==> src/rtl/stage_progress.sv <==
// stage_progress: stage sequencer fed by the bullet block's hit-point outputs.
// Runs wave -> boss intro -> boss -> clear/over, keeps score, lives and the
// respawn window, and drives the player/bullet enable back upstream.
//
//   state      | meaning
//   -----------+------------------------------------------------
//   IDLE   (0) | waiting for start; score/lives shown as held
//   WAVE   (1) | four enemies on screen, kills scored
//   INTRO  (2) | boss entrance, player disabled for INTRO_CYCLES
//   BOSS   (3) | boss fight, damage and kill scored
//   CLEAR  (4) | boss defeated, waiting for start
//   OVER   (5) | out of lives, waiting for start
module stage_progress #(
    parameter int unsigned INTRO_CYCLES   = 256,
    parameter int unsigned RESPAWN_CYCLES = 128,
    parameter int unsigned ENM_SCORE      = 100,
    parameter int unsigned BOSS_SCORE     = 5000,
    parameter int unsigned LIVES_INIT     = 3
) (
    input  logic        clk_22_i,
    input  logic        rst_i,
    input  logic        start_i,
    input  logic        player_hit_i,
    input  logic [6:0]  enmhp1_i,
    input  logic [6:0]  enmhp2_i,
    input  logic [6:0]  enmhp3_i,
    input  logic [6:0]  enmhp4_i,
    input  logic [9:0]  bosshp_i,
    output logic [2:0]  state_o,
    output logic        reimuE_o,
    output logic [3:0]  enm_alive_o,
    output logic [3:0]  enm_explode_o,
    output logic        boss_active_o,
    output logic [15:0] score_o,
    output logic [1:0]  lives_o
);

    localparam int INTRO_W = (INTRO_CYCLES > 1) ? $clog2(INTRO_CYCLES) : 1;
    localparam int RESP_W  = $clog2(RESPAWN_CYCLES + 1);

    localparam logic [2:0] S_IDLE  = 3'd0;
    localparam logic [2:0] S_WAVE  = 3'd1;
    localparam logic [2:0] S_INTRO = 3'd2;
    localparam logic [2:0] S_BOSS  = 3'd3;
    localparam logic [2:0] S_CLEAR = 3'd4;
    localparam logic [2:0] S_OVER  = 3'd5;

    logic [2:0]         state_q, state_d;
    logic [15:0]        score_q, score_d;
    logic [1:0]         lives_q, lives_d;
    logic [RESP_W-1:0]  resp_q, resp_d;
    logic [INTRO_W-1:0] intro_q, intro_d;
    logic [6:0]         prev_enm_q [4];
    logic [9:0]         prev_boss_q;
    logic               reimu_q;
    logic [3:0]         alive_q;
    logic [3:0]         explode_q;
    logic               boss_act_q;

    logic [6:0]         enm_hp [4];
    logic [3:0]         hp_nz;
    logic [3:0]         kill;
    logic [2:0]         n_kill;
    logic               boss_dmg;
    logic               boss_kill;
    logic               hit_ok;
    logic [17:0]        add;
    logic [17:0]        sum;
    logic [15:0]        score_sat;

    assign enm_hp[0] = enmhp1_i;
    assign enm_hp[1] = enmhp2_i;
    assign enm_hp[2] = enmhp3_i;
    assign enm_hp[3] = enmhp4_i;

    // Kill/damage detection against last cycle's hit points, and the saturated score sum.
    always_comb begin
        n_kill = 3'd0;
        for (int i = 0; i < 4; i++) begin
            hp_nz[i] = (enm_hp[i] != 7'd0);
            kill[i]  = (state_q == S_WAVE) && (prev_enm_q[i] != 7'd0) && !hp_nz[i];
            n_kill   = n_kill + {2'b00, kill[i]};
        end
        boss_dmg  = (state_q == S_BOSS) && (bosshp_i < prev_boss_q);
        boss_kill = (state_q == S_BOSS) && (bosshp_i == 10'd0);
        // A hit only counts while the player is actually enabled.
        hit_ok    = ((state_q == S_WAVE) || (state_q == S_BOSS)) && reimu_q && player_hit_i;
        add       = ({15'd0, n_kill} * 18'(ENM_SCORE))
                  + {17'd0, boss_dmg}
                  + (boss_kill ? 18'(BOSS_SCORE) : 18'd0);
        sum       = {2'b00, score_q} + add;
        score_sat = (sum > 18'h0FFFF) ? 16'hFFFF : sum[15:0];
    end

    // Next-state, score, lives and timer decisions.
    always_comb begin
        state_d = state_q;
        score_d = score_q;
        lives_d = lives_q;
        intro_d = intro_q;
        resp_d  = (resp_q != '0) ? resp_q - RESP_W'(1) : '0;

        case (state_q)
            S_IDLE: begin
                if (start_i) begin
                    state_d = S_WAVE;
                    score_d = 16'd0;
                    lives_d = 2'(LIVES_INIT);
                    resp_d  = '0;
                end
            end
            S_WAVE: begin
                score_d = score_sat;
                if (hp_nz == 4'b0000) begin
                    state_d = S_INTRO;
                    intro_d = '0;
                end
            end
            S_INTRO: begin
                intro_d = intro_q + INTRO_W'(1);
                if (intro_q == INTRO_W'(INTRO_CYCLES - 1)) begin
                    state_d = S_BOSS;
                end
            end
            S_BOSS: begin
                score_d = score_sat;
                if (boss_kill) begin
                    state_d = S_CLEAR;
                end
            end
            S_CLEAR, S_OVER: begin
                if (start_i) begin
                    state_d = S_IDLE;
                end
            end
            default: state_d = S_IDLE;
        endcase

        // Losing the last life overrides any wave/boss completion in the same cycle,
        // while the kill score computed above still stands.
        if (hit_ok) begin
            lives_d = lives_q - 2'd1;
            resp_d  = RESP_W'(RESPAWN_CYCLES);
            if (lives_q == 2'd1) begin
                state_d = S_OVER;
            end
        end
    end

    // State and registered outputs; output flags are derived from the next state.
    always_ff @(posedge clk_22_i) begin
        if (rst_i) begin
            state_q     <= S_IDLE;
            score_q     <= 16'd0;
            lives_q     <= 2'd0;
            resp_q      <= '0;
            intro_q     <= '0;
            prev_boss_q <= 10'd0;
            reimu_q     <= 1'b0;
            alive_q     <= 4'd0;
            explode_q   <= 4'd0;
            boss_act_q  <= 1'b0;
            for (int i = 0; i < 4; i++) begin
                prev_enm_q[i] <= 7'd0;
            end
        end else begin
            state_q     <= state_d;
            score_q     <= score_d;
            lives_q     <= lives_d;
            resp_q      <= resp_d;
            intro_q     <= intro_d;
            prev_boss_q <= bosshp_i;
            reimu_q     <= ((state_d == S_WAVE) || (state_d == S_BOSS)) && (resp_d == '0);
            alive_q     <= (state_d == S_WAVE) ? hp_nz : 4'd0;
            explode_q   <= kill;
            boss_act_q  <= (state_d == S_INTRO) || (state_d == S_BOSS);
            for (int i = 0; i < 4; i++) begin
                prev_enm_q[i] <= enm_hp[i];
            end
        end
    end

    assign state_o       = state_q;
    assign reimuE_o      = reimu_q;
    assign enm_alive_o   = alive_q;
    assign enm_explode_o = explode_q;
    assign boss_active_o = boss_act_q;
    assign score_o       = score_q;
    assign lives_o       = lives_q;

endmodule

==> config.mk <==
export PLATFORM = sky130hd
export DESIGN_NAME = stage_progress
export DESIGN_NICKNAME = d
export VERILOG_FILES = /design/src/rtl/stage_progress.sv
export SDC_FILE = /design/constraint.sdc
export NUM_CORES = 1
export LEC_CHECK = 0
export ABC_AREA = 1
export BUFFER_PORTS_ARGS = -buffer_cell sky130_fd_sc_hd__buf_4
export CORE_MARGIN = 2
export CORE_UTILIZATION = 57
export DETAILED_ROUTE_END_ITERATION = 10
export PLACE_DENSITY = 0.78
export SLEW_MARGIN = 20
export SYNTH_ARGS = -nofsm -noshare
export SYNTH_HDL_FRONTEND = slang
export SYNTH_SLANG_ARGS = --single-unit
==> constraint.sdc <==
create_clock -name clk_22_i -period 5.2 [get_ports clk_22_i]
set_input_delay 0 -clock clk_22_i [delete_from_list [all_inputs] [get_ports clk_22_i]]
set_output_delay 0 -clock clk_22_i [all_outputs]
set_load 0.005 [all_outputs]
==> flow_summary.ini, run 1 <==
[yosys]
synth_nets = 714
post-synth-top-count-cell = nand2_1
yosysWarnings = 0
synth_area_leaders = dfxtp_1 38%, nand2_1 11%, ha_1 9.1%, inv_1 8.4%, nor2_1 8.2%
synth_commonest_cells = 133 x nand2_1, 101 x inv_1, 99 x nor2_1
syn-cell-area_um2 = 4530
synth.top_cell.area_share = 0.376
ys_ff_latch = 85
async_reset_ff_frac = 0
synth_edf_count = 0
synth_cells = 633
synthFlopType = dfxtp_1
seq_area_frac_synth = 0.376
avgSynthCellArea_um2 = 7.15
synth_top_area_cell = dfxtp_1
netlist-cell-type-count = 39

[clock_tree]
cts_hold_buf = 39
root_buffer = clkbuf_8
htree_levels = 3
cts-resized-gates = 0
clock_sinks = 85
clock_path_buffers = 2
numCtsBuffers = 9
cts_tree = done
postCtsSetupBuffers = 0
clkLatencyLatePin_ns = 0.35
clk_pin_slew_worst_paths_ns = 0.09

[floorplanning]
die_x_um = 93.1
initial_utilization = 0.586
ios = 73
die_area_um2 = 8670
die_y_um = 93.1
coreArea_um2 = 7730
num_rows = 32

[placement]
hpwl_mm = 7.70
placed_cell_area_um2 = 5140
gp_congestion = 0.933
dp_cells = 796
numPortBuffers = 72

[worst_hold_path]
hold_end = lives_o[1]
min_path_cells = 3
hp-start = start_i
hold_class = in -> reg

[cells_and_area]
final_nets = 825
final-instance-count-excl-fill = 850
num_antenna_cells = 0
fillers = 575
regArea_um2 = 1700
stdcell_area_um2 = 5730
area_delta_synth_final_pct = 26.5
drive_gt1_frac = 0.159
multi_input_area_um2 = 2360

[timing]
tns_ns = 0
timing.hold.ws_ns = 0.0769
worst_pin_slew_ns = 0.715
rsz0062_at_grt = false
finalCriticalPeriod_ns = 4.74
fin_skew_ns = 0.00693
final.period_utilization = 0.912
hold_violations = 0
clock.fmax_ghz = 0.211
maxSlewViolCount = 0
setup_viol = 0
maxSlewHeadroom = 0.523

[drt]
viasPerCell = 5.14
ant_nets = 0
post_drt_wl_per_cell_um = 12.9
drc = 0
drt_iter0_drc = 192
routed_wl_mm = 10.9
vias = 4366
first_pass_iters = 4

[power]
p_leak_nw = 2.94
power.density_nw_per_um2 = 273
p_total_w = 0.00156
ir_drop_uv = 150

[critical_path]
crit_type = reg -> reg
crit_path_max_fanout = 17
r2r_start = state_o[0]
rr_worst_depth = 22
critPathArrivalTime_ns = 5.05
cp_data_required_time_ns = 5.51
reg2reg_to = score_o[10]
r2r_setup_slack_ns = 0.46
end_kind = flop
start_kind = flop

[global_routing]
grt_max_degree = 72
grt_pass1_wl_mm = 18.6
first_global_vias = 4360
antenna_found_initial = 0
track_usage = 0.266
overflow = 0

[status]
status = complete, no violations

[job]
cap_violations = 0
[placed cells by master (no fill, tap or decap), types with 10 or more instances in the layout]
cell           netlist  layout
a21oi_1             26      26
buf_4                1      72
dfxtp_1             85      85
dlygate4sd3_1        0      39
ha_1                33      33
inv_1              101     101
nand2_1            133     133
nand3_1             45      45
nor2_1              99      99
nor3_1              12      12
o21ai_0             10      10
[worst max path at each step]
| stage | from | to | slack, ns | cells past startpoint |
|---|---|---|---|---|
| 2_1_floorplan | state_o[0] | score_o[11] | 1.18 | 23 |
| 3_3_place_gp | state_o[0] | score_o[10] | 0.69 | 22 |
| 3_5_place_dp | state_o[0] | score_o[10] | 0.53 | 22 |
| 4_1_cts | state_o[0] | score_o[10] | 0.50 | 22 |
| 5_1_grt | state_o[0] | score_o[10] | 0.10 | 22 |
| 6_report | state_o[0] | score_o[10] | 0.46 | 22 |
[registers in the layout, indices dropped and copies added (netlist names), 2 cells and up]
| signal | count |
|---|---|
| prev_boss_q | 10 |
| state_o | 3 |
| enm_explode_o | 4 |
| resp_q | 8 |
| enm_alive_o | 4 |
| intro_q | 8 |
| lives_o | 2 |
| prev_enm_q | 28 |
| score_o | 16 |
[through the flow]
stage               setup slack (ns)   util
finish                         0.458  0.741
CTS                            0.496  0.741
floorplan                       1.18      -
detailed placement             0.527  0.666
global route                   0.103  0.741
global placement               0.688  0.666
[critical path: stages (launching register included)]
cell	delay [ns]
dfxtp_1	0.44
inv_2	0.10
nor2_8	0.26
inv_2	0.15
nor2_4	0.16
nand3_1	0.15
fa_1	0.55
inv_1	0.04
ha_1	0.35
inv_1	0.07
fa_1	0.35
inv_1	0.08
fa_1	0.41
ha_1	0.36
nand2_1	0.11
nor2_1	0.15
and2_1	0.14
nand2_1	0.07
nand3_2	0.08
nand4_2	0.32
nand3_1	0.22
nand2_1	0.07
inv_1	0.05
[cells by family after synthesis]
group                    share of synthesized area
adder cells (fa/ha/maj)                      0.118
flip-flops                                   0.376
buffers and inverters                        0.104
AND/OR/NAND/NOR                              0.324
XOR/XNOR                                   0.00580
AO/OA/AOI/OAI                               0.0735
[report_power, final]
| group | total [W] | switching, W | internal [W] |
|---|---|---|---|
| logic | 0.000386 | 0.000231 | 0.000155 |
| clock network | 0.000463 | 0.000240 | 0.000223 |
| registers | 0.000717 | 0.0000216 | 0.000695 |
| total | 0.00156 | 0.000492 | 0.00107 |
[layer usage]
layer / vias to the layer above / wire length (um) / GRT usage
li1: 2214 / - / -
met4: 0 / 291 / 0.100
met2: 143 / 5520 / 0.493
met5: - / 0 / 0
met3: 31 / 670 / 0.0540
met1: 1978 / 4440 / 0.300
[area by class of cell]
| cell class | instances | share of cell area |
|---|---|---|
| inverter | 111 | 0.0727 |
| tap | 102 | 0.0223 |
| timing repair buffer | 111 | 0.162 |
| clock inverter | 6 | 0.0124 |
| multi-input combinational | 426 | 0.411 |
| sequential | 85 | 0.297 |
| clock buffer | 9 | 0.0216 |
Power figures use the tool's default switching activity.
==> inputs of run 2 (changes only) <==
--- a/config.mk
+++ b/config.mk
@@ -11,6 +11,7 @@
 export CORE_UTILIZATION = 57
 export DETAILED_ROUTE_END_ITERATION = 10
 export PLACE_DENSITY = 0.78
+export RECOVER_POWER = 50
 export SLEW_MARGIN = 20
 export SYNTH_ARGS = -nofsm -noshare
 export SYNTH_HDL_FRONTEND = slang
==> flow_summary.ini, run 2 (synthesis gave the netlist of run 1 again) <==
[status]
status = complete, no violations

[floorplanning]
ios = 73
die_y_um = 93.1
die_x_um = 93.1
initial_utilization = 0.586
die_area_um2 = 8670
num_rows = 32
coreArea_um2 = 7730

[critical_path]
crit_type = reg -> reg
start_kind = flop
cp_data_required_time_ns = 5.51
max_stage_delay_ns = 0.55
critPathArrivalTime_ns = 5.04
end_kind = flop
crit_path_max_fanout = 17
reg2reg_to = score_o[10]
cp_common_cell = inv_1
r2r_start = state_o[0]
crit_start = state_o[0]
crit_chain = inv_2, nor2_8, inv_2, nor2_4, nand3_1, fa_1, inv_1, ha_1, inv_1, fa_1, inv_1, fa_1, ha_1, nand2_1, nor2_1, and2_1, nand2_1, nand3_2, nand4_2, nand3_1, nand2_1, inv_1
r2r_setup_slack_ns = 0.46
cp_top_family = adder cells
rr_worst_depth = 22
slowest_stage = fa_1
crit_buf_inv = 6

[cells_and_area]
top_register = prev_enm_q
final_nets = 825
layout_commonest_cell = nand2_1
largest_reg_flops = 28
layout_common_cells = 133 x nand2_1, 101 x inv_1, 99 x nor2_1
num_antenna_cells = 0
multi_input_area_um2 = 2360
regArea_um2 = 1700
stdcell_area_um2 = 5670
fillers = 596
drive_gt1_frac = 0.139
area_delta_synth_final_pct = 25.3
final_util = 0.734

[global_routing]
grt_pass1_wl_mm = 18.6
antenna_found_initial = 0
first_global_vias = 4360
grt_max_degree = 72
overflow = 0
track_usage = 0.266

[clock_tree]
clock_path_buffers = 2
clock_sinks = 85
clk_pin_slew_worst_paths_ns = 0.09
root_buffer = clkbuf_8
numCtsBuffers = 9
clkLatencyLatePin_ns = 0.35
cts_tree = done
htree_levels = 3

[placement]
hpwl_mm = 7.70
gp_congestion = 0.933
placed_cell_area_um2 = 5140
numPortBuffers = 72

[timing]
rsz0062_at_grt = false
fin_skew_ns = 0.00706
clock.fmax_ghz = 0.211
final.period_utilization = 0.911
timing.hold.ws_ns = 0.0766
maxSlewViolCount = 0
hold_violations = 0
finalCriticalPeriod_ns = 4.74
maxSlewHeadroom = 0.527
worst_pin_slew_ns = 0.710
setup_viol = 0
tns_ns = 0

[worst_hold_path]
hold_class = in -> reg
hp-start = start_i
min_path_cells = 3
hold_end = lives_o[1]

[power]
clkPwrFrac = 0.297
internal_power_w = 0.00107
ir_drop_uv = 149
switchingPower_w = 0.000490
swShare = 0.315
p_total_w = 0.00156
power.density_nw_per_um2 = 275
p_leak_nw = 2.87
p_seq_frac = 0.460
combinationalPowerShare = 0.243

[drt]
vias = 4379
viasPerCell = 5.15
drt_iter0_drc = 194
drc = 0
ant_nets = 0
post_drt_wl_per_cell_um = 12.8
routed_wl_mm = 10.9
first_pass_iters = 4

[job]
cap_violations = 0
## run 2: area by class of cell
type | instances | area share
clock inverter | 6 | 0.0126
inverter | 111 | 0.0734
sequential | 85 | 0.300
tap | 102 | 0.0225
timing repair buffer | 111 | 0.154
clock buffer | 9 | 0.0218
multi-input combinational | 426 | 0.416
## run 2: power by group through the flow
stage	clock, W	sequential (W)	combinational [W]
global route	0.000495	0.000721	0.000430
detailed placement	0	0.000731	0.000346
global placement	0	0.000730	0.000336
CTS	0.000469	0.000717	0.000379
finish	0.000462	0.000716	0.000379
floorplan	0	0.000727	0.000252
## run 2: worst reg2reg max path, delay by kind of cell (launching register included)
kind,cells,cell delay [ns]
and+or+nand+nor,11,1.73
buffers and inverters,6,0.49
adders and majority gates,5,2.02
DFF,1,0.44
## run 2: timing repair
item	CTS	global route
resized for setup	0	0
endpoints found under the setup margin	0	0
setup buffers	0	0
hold buffers	39	0
hold endpoints to repair	39	0
## run 2: how the worst max path moves through the flow
| stage | depth (start not counted) | to | slack, ns |
|---|---|---|---|
| finish | 22 | score_o[10] | 0.46 |
| CTS | 22 | score_o[10] | 0.50 |
| floorplan | 23 | score_o[11] | 1.18 |
| global route | 22 | score_o[10] | 0.10 |
| detailed placement | 22 | score_o[10] | 0.53 |
| global placement | 22 | score_o[10] | 0.69 |
## run 2: metrics by stage
| step | worst slack (ns) | instances |
|---|---|---|
| 5_1_grt | 0.103 | 850 |
| 3_3_place_gp | 0.688 | 796 |
| 2_1_floorplan | 1.18 | 633 |
| 6_report | 0.464 | 850 |
| 3_5_place_dp | 0.527 | 796 |
| 4_1_cts | 0.496 | 850 |
## run 2: layer usage
metal,global-route usage,wire [um],part of all wire,up-vias
met5,0,0,0,-
met4,0.100,272,0.025,0
met3,0.0540,634,0.058,29
met2,0.493,5520,0.51,142
met1,0.300,4440,0.41,1992
li1,-,-,-,2216
==> inputs of run 3 (changes only) <==
--- a/config.mk
+++ b/config.mk
@@ -8,9 +8,9 @@
 export ABC_AREA = 1
 export BUFFER_PORTS_ARGS = -buffer_cell sky130_fd_sc_hd__buf_4
 export CORE_MARGIN = 2
-export CORE_UTILIZATION = 57
+export CORE_UTILIZATION = 35
 export DETAILED_ROUTE_END_ITERATION = 10
-export PLACE_DENSITY = 0.78
+export PLACE_DENSITY = 0.52
 export RECOVER_POWER = 50
 export SLEW_MARGIN = 20
 export SYNTH_ARGS = -nofsm -noshare
==> flow_summary.ini, run 3 (synthesis gave the netlist of run 1 again) <==
[status]
status = complete, no violations

[drt]
viasPerCell = 4.54
routed_wl_mm = 11.3
post_drt_wl_per_cell_um = 12.3
first_pass_iters = 6
drc = 0
drt_iter0_drc = 188
ant_nets = 0
vias = 4185

[critical_path]
slowest_stage = fa_1
max_stage_delay_ns = 0.60
crit_path_max_fanout = 17
rr_worst_depth = 22
cp_common_cell = inv_1
cp_top_family = adder cells
path_depth = 22
end_kind = flop
start_kind = flop
crit_type = reg -> reg
critPathArrivalTime_ns = 5.06
cp_data_required_time_ns = 5.49
crit_buf_inv = 6
crit_chain = inv_2, nor2_8, inv_2, nor2_4, nand3_1, fa_1, inv_1, ha_1, inv_1, fa_1, inv_1, fa_1, ha_1, nand2_1, nor2_1, and2_1, nand2_1, nand3_2, nand4_2, nand3_1, nand2_1, inv_1

[cells_and_area]
top_register = prev_enm_q
drive_gt1_frac = 0.136
multi_input_area_um2 = 2360
area_delta_synth_final_pct = 29.8
layout_commonest_cell = nand2_1
stdcell_area_um2 = 5880
num_antenna_cells = 0
final-instance-count-excl-fill = 921
layout_common_cells = 133 x nand2_1, 101 x inv_1, 99 x nor2_1
regArea_um2 = 1700
largest_reg_flops = 28
fillers = 1298
final_nets = 825

[global_routing]
antenna_found_initial = 0
track_usage = 0.168
grt_pass1_wl_mm = 18.7
first_global_vias = 4031
overflow = 0
grt_max_degree = 72

[timing]
hold_violations = 0
final.period_utilization = 0.917
maxSlewViolCount = 0
tns_ns = 0
worst_pin_slew_ns = 0.734
setup_viol = 0
rsz0062_at_grt = false
maxSlewHeadroom = 0.510
clock.fmax_ghz = 0.210
finalCriticalPeriod_ns = 4.77
fin_skew_ns = 0.0104
setup_slack_ns = 0.433

[floorplanning]
die_x_um = 118
die_area_um2 = 13900
coreArea_um2 = 12600
initial_utilization = 0.359
num_rows = 41
ios = 73
die_y_um = 118

[placement]
hpwl_mm = 8.38
numPortBuffers = 72
pre_cts_ws_ns = 0.419
gp_congestion = 0.871
placed_cell_area_um2 = 5230
dp_cells = 866

[clock_tree]
htree_levels = 3
root_buffer = clkbuf_16
cts_tree = done
clkLatencyLatePin_ns = 0.34
numCtsBuffers = 9
clk_pin_slew_worst_paths_ns = 0.07
clock_path_buffers = 2
clock_sinks = 85
postCtsSetupBuffers = 0

[power]
ir_drop_uv = 158
power.density_nw_per_um2 = 304
p_leak_nw = 2.92

[job]
cap_violations = 0

[worst_hold_path]
min_path_cells = 3
hold_class = in -> reg
[run 3: changes by cell type in the layout (fill, tap and decap cells not counted), sizes merged]
cell    before  now
buf         14   28
inv        112  111
clkbuf      67   53
bufinv       1    2
clkinv       2    3
[run 3: per-layer routing]
metal  track usage  up-vias  routed length (um)
met4        0.0580        0                 109
met1         0.209     1864                5390
met5             0        -                   0
met3        0.0305       10                 420
li1              -     2227                   -
met2         0.290       84                5370
[run 3: power by group]
part	internal [W]	switching, W
Sequential	0.000696	0.0000211
Clock	0.000422	0.000277
Combinational	0.000148	0.000222
Total	0.00127	0.000520
[run 3: layout make-up]
cell class	instances	share of cell area
Clock buffer	9	0.0383
Clock inverter	7	0.0166
Inverter	111	0.0709
Multi-Input combinational cell	426	0.401
Sequential cell	85	0.290
Tap cell	172	0.0366
Timing Repair Buffer	111	0.147
[run 3: worst min-delay path: cells and delay by family]
family / cells / cell delay [ns]
buffers and inverters: 1 / 0.13
AND/OR/NAND/NOR: 1 / 0.15
AO/OA/AOI/OAI: 1 / 0.10
[run 3: what timing repair did]
| item | 4_1_cts | 5_1_grt |
|---|---|---|
| resized for setup | 0 | 0 |
| hold buffers | 39 | 0 |
| hold endpoints to repair | 39 | 0 |
| setup endpoints to repair | 0 | 0 |
[run 3: path summary, 6_finish.rpt]
check              from  slack (ns)          end
min             start_i        0.08   lives_o[1]
max reg2reg  state_o[0]        0.43  score_o[11]
min reg2reg   resp_q[0]        0.42    resp_q[0]
max          state_o[0]        0.43  score_o[11]
[run 3: through the flow]
stage	power (W)	util	hold slack, ns
2_1_floorplan	0.000979	-	0.107
3_3_place_gp	0.00108	0.415	0.216
3_5_place_dp	0.00108	0.415	0.220
4_1_cts	0.00181	0.471	0.0766
5_1_grt	0.00189	0.466	0.104
6_report	0.00179	0.466	0.0842
